--- src/rtl/shift_reg_universal.sv ---
// Universal shift register with single-step modes and a burst engine.
// A burst repeats the latched mode N times from one start pulse.
module shift_reg_universal #(
    parameter  int WIDTH = 4,
    localparam int AW    = $clog2(WIDTH + 1)
) (
    input  logic             clk,
    input  logic             reset,
    input  logic             en,
    input  logic [2:0]       mode,
    input  logic             din_serie,
    input  logic [WIDTH-1:0] din,
    input  logic             start,
    input  logic [AW-1:0]    amount,
    output logic [WIDTH-1:0] dout,
    output logic             sout_lsb,
    output logic             sout_msb,
    output logic             busy,
    output logic             done
);

    localparam logic [0:0] IDLE  = 1'b0;
    localparam logic [0:0] BURST = 1'b1;

    localparam logic [2:0] M_HOLD = 3'b000;
    localparam logic [2:0] M_LOAD = 3'b001;
    localparam logic [2:0] M_SHR  = 3'b010;
    localparam logic [2:0] M_SHL  = 3'b011;
    localparam logic [2:0] M_ROR  = 3'b100;
    localparam logic [2:0] M_ROL  = 3'b101;
    localparam logic [2:0] M_ASR  = 3'b110;
    localparam logic [2:0] M_CLR  = 3'b111;

    logic [0:0]       state_q, state_d;
    logic [AW-1:0]    count_q, count_d;
    logic [2:0]       mode_l_q, mode_l_d;
    logic [WIDTH-1:0] din_l_q, din_l_d;
    logic [WIDTH-1:0] dout_q, dout_d;
    logic             done_q, done_d;

    // One step of a mode applied to the current contents.
    function automatic logic [WIDTH-1:0] step(
        input logic [2:0]       m,
        input logic [WIDTH-1:0] cur,
        input logic             sin,
        input logic [WIDTH-1:0] ld
    );
        logic [WIDTH-1:0] r;
        r = cur;
        case (m)
            M_HOLD:  r = cur;
            M_LOAD:  r = ld;
            M_SHR:   r = {sin, cur[WIDTH-1:1]};
            M_SHL:   r = {cur[WIDTH-2:0], sin};
            M_ROR:   r = {cur[0], cur[WIDTH-1:1]};
            M_ROL:   r = {cur[WIDTH-2:0], cur[WIDTH-1]};
            M_ASR:   r = {cur[WIDTH-1], cur[WIDTH-1:1]};
            M_CLR:   r = '0;
            default: r = cur;
        endcase
        return r;
    endfunction

    // Next state: burst step beats start, start beats single step.
    always_comb begin
        state_d  = state_q;
        count_d  = count_q;
        mode_l_d = mode_l_q;
        din_l_d  = din_l_q;
        dout_d   = dout_q;
        done_d   = 1'b0;
        if (state_q == BURST) begin
            dout_d  = step(mode_l_q, dout_q, din_serie, din_l_q);
            count_d = count_q - AW'(1);
            if (count_q == AW'(1)) begin
                state_d = IDLE;
                done_d  = 1'b1;
            end
        end else if (start) begin
            mode_l_d = mode;
            din_l_d  = din;
            if (amount != '0) begin
                state_d = BURST;
                count_d = amount;
            end else begin
                done_d = 1'b1;
            end
        end else if (en) begin
            dout_d = step(mode, dout_q, din_serie, din);
        end
    end

    // Register update with synchronous reset that also aborts a burst.
    always_ff @(posedge clk) begin
        if (reset) begin
            state_q  <= IDLE;
            count_q  <= '0;
            mode_l_q <= M_HOLD;
            din_l_q  <= '0;
            dout_q   <= '0;
            done_q   <= 1'b0;
        end else begin
            state_q  <= state_d;
            count_q  <= count_d;
            mode_l_q <= mode_l_d;
            din_l_q  <= din_l_d;
            dout_q   <= dout_d;
            done_q   <= done_d;
        end
    end

    assign dout     = dout_q;
    assign sout_lsb = dout_q[0];
    assign sout_msb = dout_q[WIDTH-1];
    assign busy     = (state_q == BURST);
    assign done     = done_q;

endmodule

--- config.mk ---
export PLATFORM = sky130hd
export DESIGN_NAME = shift_reg_universal
export DESIGN_NICKNAME = d
export VERILOG_FILES = /design/src/rtl/shift_reg_universal.sv
export SDC_FILE = /design/constraint.sdc
export NUM_CORES = 1
export LEC_CHECK = 0
export ABC_AREA = 0
export BUFFER_PORTS_ARGS = -buffer_cell sky130_fd_sc_hd__buf_2
export CORE_ASPECT_RATIO = 0.9
export CORE_UTILIZATION = 25
export CTS_CLUSTER_SIZE = 10
export DETAILED_ROUTE_END_ITERATION = 10
export HOLD_SLACK_MARGIN = 0.02
export PLACE_DENSITY_LB_ADDON = 0.1
export SLEW_MARGIN = 5
export SYNTH_ARGS = -nofsm -noshare
export SYNTH_HDL_FRONTEND = slang
export SYNTH_SLANG_ARGS = --single-unit
--- constraint.sdc ---
create_clock -name clk -period 1.65 [get_ports clk]
set_input_delay 0.0825 -clock clk [delete_from_list [all_inputs] [get_ports clk]]
set_output_delay 0.0825 -clock clk [all_outputs]
set_load 0.03 [all_outputs]
==> results of run 1 <==
[final timing paths]
check,slack (ps),to,start,depth (start not counted)
min reg2reg,460,din_l_q[1],din_l_q[1],2
max,160,dout[2],busy,4
max reg2reg,160,dout[2],busy,4
min,100,din_l_q[0],din[0],3
[layout make-up]
class	count	area, um^2
sequential	16	322
inverter	6	22.5
timing repair buffer	26	140
multi-input combinational	103	683
clock buffer	4	55.1
tap	48	60.1
fill	431	2820
[cell families after synthesis]
group	after synthesis
buf+inv	17
compound gates	43
mux	4
flops	16
fa+ha+maj	2
xor+xnor	2
simple gates	52
[power groups by stage]
stage	logic, W	registers (W)	clock network [W]
finish	0.000302	0.000457	0.000350
global route	0.000337	0.000462	0.000382
CTS	0.000303	0.000456	0.000362
detailed placement	0.000301	0.000465	0
global placement	0.000305	0.000464	0
floorplan	0.000206	0.000469	0
[sequential cells by signal (all words and copies together), names as in the netlist]
name / cells
done: 1
din_l_q: 4
count_q: 3
dout: 4
busy: 1
mode_l_q: 3
[per-layer routing]
metal / vias up / GRT usage [%]
met3: 6 / 2.84
met5: - / 0
met4: 0 / 7.50
met2: 31 / 22.0
li1: 531 / -
met1: 531 / 18.3
[cells in the mapped netlist, drive strengths merged, types with 2 or more instances]
cell,number,area [um^2]
mux2i,4,40.0
o32ai,3,26.3
o21ai,3,15.0
a22oi,2,15.0
nand2,16,60.1
buf,4,25.0
nand3b,4,30.0
xor2,2,17.5
dfxtp,16,320
nor3b,2,15.0
a21oi,11,55.1
nor2b,5,31.3
a211oi,3,22.5
a21boi,2,15.0
o211ai,3,22.5
or3,2,12.5
nor3,3,15.0
nor2,11,51.3
nand2b,7,46.3
clkbuf,7,26.3
a22o,6,52.6
a2111oi,2,17.5
ha,2,25.0
inv,6,22.5
o311ai,2,17.5
[per-stage QoR]
step,hold WS [ps],total power (W)
after floorplan,218,0.000675
after global placement,364,0.000768
after detailed placement,366,0.000766
after CTS,101,0.00112
after global routing,97.1,0.00118
final,105,0.00111
[worst register-to-register path, delay by kind of cell, from the launching register on]
kind               cells  cell delay (ps)
AOI/OAI and AO/OA      2              480
DFF                    1              370
and+or+nand+nor        2              540
[placed cells by master, fill, tap and decap left out, types with 3 or more instances in the layout]
master	netlist	routed
sky130_fd_sc_hd__nand3b_1	4	4
sky130_fd_sc_hd__nor2_1	9	9
sky130_fd_sc_hd__o32ai_1	3	3
sky130_fd_sc_hd__o211ai_1	3	3
sky130_fd_sc_hd__nor2b_1	5	5
sky130_fd_sc_hd__a21oi_1	11	11
sky130_fd_sc_hd__a22o_1	6	6
sky130_fd_sc_hd__dfxtp_1	16	15
sky130_fd_sc_hd__buf_2	2	22
sky130_fd_sc_hd__o21ai_0	3	3
sky130_fd_sc_hd__inv_1	6	6
sky130_fd_sc_hd__nand2b_1	6	6
sky130_fd_sc_hd__buf_4	2	4
sky130_fd_sc_hd__clkbuf_8	0	4
sky130_fd_sc_hd__a211oi_1	3	3
sky130_fd_sc_hd__nand2_1	16	16
sky130_fd_sc_hd__nor3_1	3	3
sky130_fd_sc_hd__mux2i_1	4	4
==> out/qor.yml, run 1 <==
met3RoutedLength_um: 149
min_period_over_period_pct: 90.2
rsz0062_at_grt: "no"
achievable-frequency_mhz: 672
die_h_um: 64.3
port_buffers: 22
postCtsResizedCells: 0
synth_compound_gate_area_share_pct: 30.0
netlist-cell-type-count: 37
cts-hold-fix-buffers: 0
total_track_usage_pct: 14.2
top_level_ports: 23
maximum_number_of_pins_on_one_net_before_global_route_repair: 18
intPower_w: 0.000757
tightestPinTransition_ps: 426
routed-via-count: 1099
cts_sinks: 16
cts-root-buf: "sky130_fd_sc_hd__clkbuf_8"
area.growth.synth_to_final_pct: 19.0
critical_path_arrival_ps: 1640
highest_layer: "met4"
critPathTopFamily: "simple AND/OR/NAND/NOR gates"
tritoncts: "done"
drc: 2
dieArea_um2: 4580
worstSetupPathType: "reg2reg"
critical_path.cell_chain: "or3b_4 -> o22ai_4 -> nand2b_2 -> o32ai_1"
netSwitchingFraction_pct: 31.7
setup_slack_ps: 162
gp_congestion: 0.807
detail_route.wl_per_cell_um: 14.7
final_antenna_net_count: 0
postSynthRegisterBits: 16
pre_cts_ws_ps: 106
async_flop_share_pct: 0
clk_pin_slew_ps: 70
routed_wirelength_um: 2990
simple_logic_cell_fraction_of_the_synthesized_area_pct: 25.8
clock_tree.htree_level_count: 1
tns_ps: 0
setup.worst_path.start_class: "register"
critical_path_peak_fanout: 8
post_route_cells_drive_above_1_share_pct: 23.2
non_filler_cells_final: 203
dr.pass1.iters: 7
setup_viol_count_final: 0
run_status: "finished with violations"
seqPwrFrac_pct: 41.2
timing.max_cap.violations: 0
post_cts_buffers: 0
static-leakage-power_nw: 0.513
comb_power_share_pct: 27.2
synth_cells: 136
hpwl_um: 2240
net_count_after_synthesis: 153
finalHoldViolations: 0
hold_class: "in2reg"
grt_pass1_wl_um: 5030
initial_antenna_violation_count: 0
final_core_util_pct: 31.3
wirelength_met1_um: 1410
route.met2.wl_um: 1370
slew_violations: 0
clock_path_buffers: 2
synth.area.mux_share_pct: 3.72
finish.net_count: 173
core-area_um2: 4100
drt-initial-drc-count: 63
cts_made_buffers: 3
synth_ff_type: "sky130_fd_sc_hd__dfxtp_1"
power_density_nw_per_um2: 864
clock_power_share_pct: 31.5
synth_enable_flop_cells: 0
synth_xor_area_share_pct: 1.63
crit_path_end_kind: "register"
initial_utilization_pct: 26.3
die-width_um: 71.2
fin_skew_ps: 1.29
crit_buf_inv: 0
finalWorstPathRequiredPeriod_ps: 1490
synth.yosys.warnings: 0
violations_in_the_final_reports: "DRC"
synth_top_family_by_area: "compound AO/OA/AOI/OAI gates"
placementRows: 22
max_stage_delay_ps: 440
number_of_global_route_vias_before_repair: 1020
avgViaCountPerCell: 5.41
critical_path_required_time_ps: 1800
summed_instance_area_of_the_synthesized_netlist_um2: 1080
cp_slowest_cell: "sky130_fd_sc_hd__or3b_4"
num_antenna_cells: 0
worst_ir_drop_vdd_uv: 268
postSynthAreaPerCell_um2: 7.92
relSlewSlack_pct: 70.9
globalRouteOverflowTotal: 0
post-route-cell-area_um2: 1280
placed_area_um2: 1230
post_placement_cell_count: 199
p_switching_w: 0.000352
worstSkewPairLatency_ps: 250
synth_sequential_area_ratio_pct: 29.7
arithmetic_cell_share_of_the_synthesized_area_counting_full_adders_half_adders_and_majority_gates_pct: 2.32
Power figures use the tool's default switching activity.
==> inputs of run 2 (changes only) <==
clock period = 1.6 ns   (was 1.65 ns; I/O delays follow)
==> out/qor.yml, run 2 (synthesis results as in run 1) <==
slew_violations: 0  # unchanged
critPathTopFamily: "simple AND/OR/NAND/NOR gates"
cp_slowest_cell: "sky130_fd_sc_hd__or3b_4"
post_route_cells_drive_above_1_share_pct: 23.1  # -0.15 points
core-area_um2: 4100  # unchanged
power_density_nw_per_um2: 891  # +3.0%
min_period_over_period_pct: 95.9  # +5.7 points
tritoncts: "done"
maximum_number_of_pins_on_one_net_before_global_route_repair: 18  # unchanged
critical_path_peak_fanout: 8  # unchanged
regToRegEndpoint: "dout[0]"
achievable-frequency_mhz: 652  # -3.1%
holdCritStartpoint: "din[0]"
tns_ps: 0  # unchanged
finish.net_count: 174  # +0.58%
hold_class: "in2reg"
max_stage_delay_ps: 460  # +20 ps
dieArea_um2: 4580  # unchanged
crit_cells: 4  # unchanged
mostFrequentLayoutCells: "22 x sky130_fd_sc_hd__buf_2, 16 x sky130_fd_sc_hd__nand2_1, 16 x sky130_fd_sc_hd__dfxtp_1"
finalHoldViolations: 0  # unchanged
post_placement_cell_count: 200  # +0.50%
worst_ir_drop_vdd_uv: 288  # +7.5%
cts_made_buffers: 3  # unchanged
avgViaCountPerCell: 5.25  # -2.9%
critical_path.cell_chain: "or3b_4 -> o22ai_4 -> nand2b_2 -> o32ai_1"
gp_congestion: 0.788  # -2.3%
final_antenna_net_count: 0  # unchanged
post_cts_buffers: 0  # unchanged
die-width_um: 71.2  # unchanged
num_antenna_cells: 0  # unchanged
relSlewSlack_pct: 70.6  # -0.28 points
critical_path_arrival_ps: 1690  # +50 ps
crit_buf_inv: 0  # unchanged
crit_path_end_kind: "register"
dr.pass1.iters: 7  # unchanged
pre_cts_ws_ps: 84.2  # -22.2 ps
initial_utilization_pct: 26.3  # unchanged
tightestPinTransition_ps: 437  # +11.4 ps
non_filler_cells_final: 204  # +0.49%
drc: 2  # unchanged
clock_path_buffers: 2  # unchanged
initial_antenna_violation_count: 0  # unchanged
grt_pass1_wl_um: 4890  # -2.9%
rsz0062_at_grt: "no"
clk_pin_slew_ps: 60  # about the same
setup.worst_path.start_class: "register"
total_track_usage_pct: 14.3  # +0.086 points
postCtsResizedCells: 0  # unchanged
cts-root-buf: "sky130_fd_sc_hd__clkbuf_8"
drt-initial-drc-count: 61  # -3.2%
violations_in_the_final_reports: "DRC"
whs_endpoint: "din_l_q[0]"
timing.max_cap.violations: 0  # unchanged
timing.hold.worst_path_depth: 3  # unchanged
setup_viol_count_final: 0  # unchanged
port_buffers: 22  # unchanged
hpwl_um: 2290  # +1.9%
worstSkewPairLatency_ps: 250  # about the same
cts-hold-fix-buffers: 0  # unchanged
final_common_cell: "sky130_fd_sc_hd__buf_2"
area.growth.synth_to_final_pct: 19.6
critical_path_required_time_ps: 1760  # -40 ps
worstReg2RegStart: "busy"
routed_wirelength_um: 3020  # +0.80%
static-leakage-power_nw: 0.517  # +0.81%
reg2reg_setup_slack_ps: 70  # -100 ps
reg2reg_depth: 4  # unchanged
placementRows: 22  # unchanged
globalRouteOverflowTotal: 0  # unchanged
number_of_global_route_vias_before_repair: 1022  # +0.20%
cts_sinks: 16  # unchanged
clock_tree.htree_level_count: 1  # unchanged
detail_route.wl_per_cell_um: 14.8  # +0.31%
worstSetupPathType: "reg2reg"
run_status: "finished with violations"
finalWorstPathRequiredPeriod_ps: 1530  # +46.9 ps
setup_slack_ps: 65.2  # -96.9 ps
routed-via-count: 1072  # -2.5%
fin_skew_ps: 1.53  # +0.247 ps
top_level_ports: 23  # unchanged
die_h_um: 64.3  # unchanged
[run 2: cell count changes in the layout (fill, tap and decap cells not counted)]
cell | previous run | this run
sky130_fd_sc_hd__dfxtp_2 | 1 | 0
sky130_fd_sc_hd__buf_4 | 4 | 5
sky130_fd_sc_hd__dfxtp_1 | 15 | 16
[run 2: where the power goes]
| group | switching, W | internal, W | leakage (nW) | total, W |
|---|---|---|---|---|
| Clock | 0.000145 | 0.000219 | 0.0288 | 0.000364 |
| Sequential | 0.0000421 | 0.000429 | 0.131 | 0.000471 |
| Combinational | 0.000177 | 0.000135 | 0.357 | 0.000313 |
| Total | 0.000365 | 0.000783 | 0.517 | 0.00115 |
[run 2: stage by stage]
step | util [%] | area (um^2) | hold slack [ps] | power [W]
5_1_grt | 31.4 | 1290 | 101 | 0.00123
2_1_floorplan | - | 1080 | 216 | 0.000696
3_3_place_gp | 30.1 | 1230 | 359 | 0.000794
6_report | 31.4 | 1290 | 108 | 0.00115
3_5_place_dp | 30.1 | 1230 | 370 | 0.000792
4_1_cts | 31.4 | 1290 | 94.7 | 0.00117
[run 2: routing by layer]
layer  wire length, um  up-vias  GRT usage [%]
met2              1390       24           22.9
met5                 0        -              0
met3               113        7           2.52
li1                  -      530              -
met4                82        0           9.25
met1              1430      511           17.4
[run 2: layout make-up]
type	count	area, um^2
sequential	16	320
timing repair buffer	27	148
inverter	6	22.5
fill	439	2810
tap	48	60.1
multi-input combinational	103	683
clock buffer	4	55.1
[run 2: how the worst max path moves through the flow]
stage                     endpoint  from  slack, ps
final                      dout[0]  busy         70
after floorplan            dout[0]  busy        110
after CTS                  dout[0]  busy         70
after global routing       dout[0]  busy          5
after detailed placement   dout[2]  busy         80
after global placement     dout[1]  busy        120
[run 2: worst reg2reg max path: stages, from the launching register on]
cell                       delay [ps]
sky130_fd_sc_hd__dfxtp_1          390
sky130_fd_sc_hd__or3b_4           460
sky130_fd_sc_hd__o22ai_4          210
sky130_fd_sc_hd__nand2b_2         110
sky130_fd_sc_hd__o32ai_1          280
